$ cat config.mk
export PLATFORM = sky130hd
export DESIGN_NAME = wb_stage
export DESIGN_NICKNAME = d
export VERILOG_FILES = /design/src/rtl/wb_stage.sv
export SDC_FILE = /design/constraint.sdc
export NUM_CORES = 1
export LEC_CHECK = 0
export BUFFER_PORTS_ARGS = -buffer_cell sky130_fd_sc_hd__buf_2
export CAP_MARGIN = 20
export CORE_ASPECT_RATIO = 1.1
export CORE_MARGIN = 2
export CORE_UTILIZATION = 54
export DETAILED_ROUTE_END_ITERATION = 6
export GPL_TIMING_DRIVEN = 0
export PLACE_DENSITY = 0.85
export SYNTH_ARGS = -nofsm -noshare
export SYNTH_HDL_FRONTEND = slang
export SYNTH_SLANG_ARGS = --single-unit
$ cat constraint.sdc
create_clock -name clk -period 2.6 [get_ports clk]
set_input_delay 0.52 -clock clk [delete_from_list [all_inputs] [get_ports clk]]
set_output_delay 0.52 -clock clk [all_outputs]
set_load 0.01 [all_outputs]
$ cat src/rtl/wb_stage.sv
// -----------------------------------------------------------------------------
// wb_stage
//   Writeback stage of the PikaRISC pipeline. Holds the MEM/WB pipeline
//   register, selects the writeback value (load data or ALU result) and drives
//   the register-file write port, which also serves as the forwarding source
//   for earlier stages. Counts retired instructions.
//
// Ports
//   clk                   : single clock, rising edge
//   reset                 : synchronous, active-high; clears all state
//   stall                 : hold MEM/WB register contents
//   flush                 : load a bubble into the MEM/WB register
//   valid_in              : memory stage holds a real instruction
//   is_ld_op_passthrough  : instruction is a load
//   is_wb_op_passthrough  : instruction writes a destination register
//   rd_passthrough        : destination register index
//   rd_val_passthrough    : ALU result from memory stage
//   dmem_val_passthrough  : load data from memory stage
//   rf_write_en           : register-file write enable / forward valid
//   rf_write_addr         : register-file write index
//   rf_write_val          : register-file write data
//   retired_count         : retired-instruction count (wraps)
//
// Handshake: there is no valid/ready pair here. valid_in qualifies the
// incoming instruction; the stage accepts it on every edge where reset,
// flush and stall are all low. stall holds the register, flush replaces it
// with a bubble. Priority on an edge: reset > flush > stall > capture.
// -----------------------------------------------------------------------------
module wb_stage #(
   parameter int DATA_WIDTH     = 32,
   parameter int REG_ADDR_WIDTH = 5,
   parameter int COUNT_WIDTH    = 32,
   parameter bit ZERO_REG_WIRED = 1'b1
) (
   input  logic                      clk,
   input  logic                      reset,
   input  logic                      stall,
   input  logic                      flush,
   input  logic                      valid_in,
   input  logic                      is_ld_op_passthrough,
   input  logic                      is_wb_op_passthrough,
   input  logic [REG_ADDR_WIDTH-1:0] rd_passthrough,
   input  logic [DATA_WIDTH-1:0]     rd_val_passthrough,
   input  logic [DATA_WIDTH-1:0]     dmem_val_passthrough,
   output logic                      rf_write_en,
   output logic [REG_ADDR_WIDTH-1:0] rf_write_addr,
   output logic [DATA_WIDTH-1:0]     rf_write_val,
   output logic [COUNT_WIDTH-1:0]    retired_count
);

   // MEM/WB pipeline register
   logic                      valid_q;
   logic                      ld_q;
   logic                      wb_q;
   logic [REG_ADDR_WIDTH-1:0] rd_q;
   logic [DATA_WIDTH-1:0]     alu_q;
   logic [DATA_WIDTH-1:0]     dmem_q;

   // The held instruction leaves the register (and so retires) whenever the
   // register is overwritten: by a flush, or by a normal unstalled capture.
   logic retire;
   assign retire = valid_q & (flush | ~stall);

   always_ff @(posedge clk) begin
      if (reset) begin
         valid_q       <= 1'b0;
         ld_q          <= 1'b0;
         wb_q          <= 1'b0;
         rd_q          <= '0;
         alu_q         <= '0;
         dmem_q        <= '0;
         retired_count <= '0;
      end else begin
         if (flush) begin
            // Only valid_q matters for a bubble; other fields keep their
            // values, which is harmless because rf_write_en is gated by valid_q.
            valid_q <= 1'b0;
         end else if (!stall) begin
            valid_q <= valid_in;
            ld_q    <= is_ld_op_passthrough;
            wb_q    <= is_wb_op_passthrough;
            rd_q    <= rd_passthrough;
            alu_q   <= rd_val_passthrough;
            dmem_q  <= dmem_val_passthrough;
         end
         if (retire) begin
            retired_count <= retired_count + 1'b1;  // wraps naturally
         end
      end
   end

   logic zero_dest;
   assign zero_dest = ZERO_REG_WIRED && (rd_q == '0);

   assign rf_write_en   = valid_q & wb_q & ~zero_dest;
   assign rf_write_addr = rd_q;
   assign rf_write_val  = ld_q ? dmem_q : alu_q;

endmodule
==> qor.csv <==
metric,value,unit
row_count,34,
antenna_found_initial,0,
start_util,55.4,%
place_area,0.00521,sq mm
syn_nets,600,
end_kind,primary output,
io_buffer_count,144,
drt-wirelength-per-cell,13.7,um
slew_headroom,55.6,%
period_minus_slack,2.33,ns
grt-ovfl-total,0,
setup_viol,0,
routed_wl,10800,um
dieArea,0.00881,sq mm
power.internal,2.42,mW
setup_tns,0,ns
post-route-period-util,89.5,%
grt_max_degree,19,
clk_pin_slew,0.10,ns
dp_hpwl,8030,um
drtIter0Drc,144,
synthTopCellsByArea,"dfxtp_1 48%, nand2_1 13%, a21oi_1 8.7%",
synth_top_area_share,47.8,%
regArea,0.00208,sq mm
critical_path_class,reg -> out,
post-route-util,69.5,%
hold_ws,0.346,ns
seqPwrFrac,52.5,%
pre_cts_slack,0.450,ns
drive_gt1_share,30.3,%
max_freq,0.430,GHz
power.density,582,mW/mm^2
syn_inst,523,
p_clk_share,38.5,%
peakVddDrop,0.361,mV
p_comb_share,9.0,%
core,0.00787,sq mm
finalInstanceArea,0.00547,sq mm
power.net_switching,760,uW
synth_warnings,0,
htreeDepth,3,
fin_worst_skew,0.00602,ns
finalPower,3.18,mW
synth.avg_cell_area,8.33,sq um
crit_arrival,1.81,ns
rsz0062_at_grt,no,
drc_errors,0,
tritoncts,yes,
root_buffer,clkbuf_8,
critPathMaxFanout,10,
first_global_vias,3964,
synthDistinctLibCells,34,
route.vias.total,4127,
slowest_delay,0.39,ns
startpoint_type,register,
hold_class,in -> reg,
vias_per_cell,5.22,
ys_ff_latch,104,
dpl.cell_count,775,
p_leak,2.36,nW
synth-seq-area-share,47.8,%
nets,755,
cts.sinks,104,
setup_slack,0.273,ns
grt_use_total,24.8,%
grt_pass1_wl,17500,um
slowest_stage,mux2_2,
io_pins,146,
fp.dieW,89.7,um
ant_nets,0,
maxCapViolCount,0,
cp_cell_sequence,clkbuf_1 -> clkbuf_2 -> mux2_2 -> buf_2,
crit_required,2.08,ns
post_synth_instance_area,0.00436,sq mm
drv_slew,0,
outcome,completed,
cts_made_buffers,9,
cts_hold_buf,0,
stdcell_count,791,
clk_path_buf_depth,2,
clk_latency,0.37,ns
hold_violations,0,
area_growth,25.5,%
swShare,23.9,%
firstDrtPassIters,4,
dieHeight,98.2,um
gp_congestion,0.912,
tightestPinTransition,0.660,ns
multi_input_area,0.00213,sq mm
synth_largest_area_cell,dfxtp_1,
nFillCells,661,
diodes,0,
==> cell type report <==
cell class	count	share of cell area, %
well taps	108	2.47
plain buffers	34	2.56
clock buffers	9	2.27
repair buffers	144	13.2
clock inverters	7	2.31
inverters	2	0.137
multi-input cells	383	39.0
flip-flops and latches	104	38.1
==> cell families after synthesis <==
logic type                 count (synthesis)  synth area share (%)
AOI/OAI and AO/OA                         81                  9.50
xor gates and xnor gates                  27                  5.43
adders and majority gates                  1                 0.287
buffers and inverters                     36                  3.30
DFF                                      104                  47.8
muxes                                     33                  8.50
and+or+nand+nor                          241                  25.2
==> cell usage after synthesis <==
| cell | number |
|---|---|
| a21oi_1 | 76 |
| a31o_1 | 1 |
| and2_1 | 2 |
| and3_1 | 4 |
| and4_1 | 2 |
| buf_2 | 1 |
| buf_6 | 1 |
| clkbuf_1 | 32 |
| dfxtp_1 | 104 |
| ha_1 | 1 |
| inv_1 | 2 |
| mux2_2 | 32 |
| mux2i_1 | 1 |
| nand2_1 | 152 |
| nand2b_1 | 2 |
| nand3_1 | 11 |
| nand4_1 | 9 |
| nand4_2 | 3 |
| nand4bb_1 | 1 |
| nor2_1 | 33 |
| nor3_1 | 7 |
| nor3b_1 | 1 |
| nor4_1 | 3 |
| nor4_2 | 1 |
| nor4_4 | 1 |
| nor4b_2 | 2 |
| o21ai_0 | 3 |
| o311a_1 | 1 |
| or2_2 | 1 |
| or2_4 | 1 |
| or3_1 | 4 |
| or3_4 | 1 |
| xnor2_1 | 13 |
| xor2_1 | 14 |
==> power by group through the flow <==
stage          logic [mW]  registers [mW]  clock network (mW)
6_report            0.288            1.67                1.23
3_3_place_gp        0.281            1.70                   0
5_1_grt             0.321            1.68                1.30
3_5_place_dp        0.287            1.71                   0
4_1_cts             0.289            1.67                1.24
2_1_floorplan       0.162            1.70                   0
==> what timing repair did <==
item                       4_1_cts  5_1_grt
resized for setup                0        6
setup buffers                    0        0
setup endpoints to repair        0       29
==> worst max-delay path: cells and delay by family (launching register included) <==
family | cells | cell delay (ns)
buffers and inverters | 3 | 0.74
multiplexers | 1 | 0.39
flip-flops | 1 | 0.32
==> registers in the layout, indices dropped and copies added, names as in the netlist <==
signal	flops
retired_count	32
valid_q	1
rf_write_addr	5
ld_q	1
wb_q	1
alu_q	32
dmem_q	32
==> placed cells by master (no fill, tap or decap), types with 4 or more instances in the layout <==
master	instances
a21oi_1	76
and3_1	4
buf_2	145
clkbuf_1	29
clkbuf_8	9
dfxtp_1	104
mux2_2	32
nand2_1	152
nand3_1	11
nand4_1	9
nor2_1	33
nor3_1	7
or3_1	4
xnor2_1	13
xor2_1	14
==> per-layer routing <==
layer | routed length [um] | track usage, % | share of wire, %
met1 | 4560 | 29.8 | 42
met2 | 5350 | 41.3 | 49
met3 | 656 | 5.58 | 6.0
met4 | 286 | 11.4 | 2.6
met5 | 0 | 0 | 0
==> path summary, 6_finish.rpt <==
check                                              startpoint                             end  slack (ns)  cells past startpoint
worst min-delay path                                    flush            valid_q$_SDFFE_PP0N_        0.35                      2
worst max register to register  retired_count[0]$_SDFFE_PP0P_  retired_count[22]$_SDFFE_PP0P_        0.67                      7
worst min register to register         dmem_q[7]$_SDFFE_PP0P_          dmem_q[7]$_SDFFE_PP0P_        0.46                      2
worst max-delay path                        ld_q$_SDFFE_PP0P_                 rf_write_val[6]        0.27                      4
No activity file was read; power rests on OpenSTA's default activity.
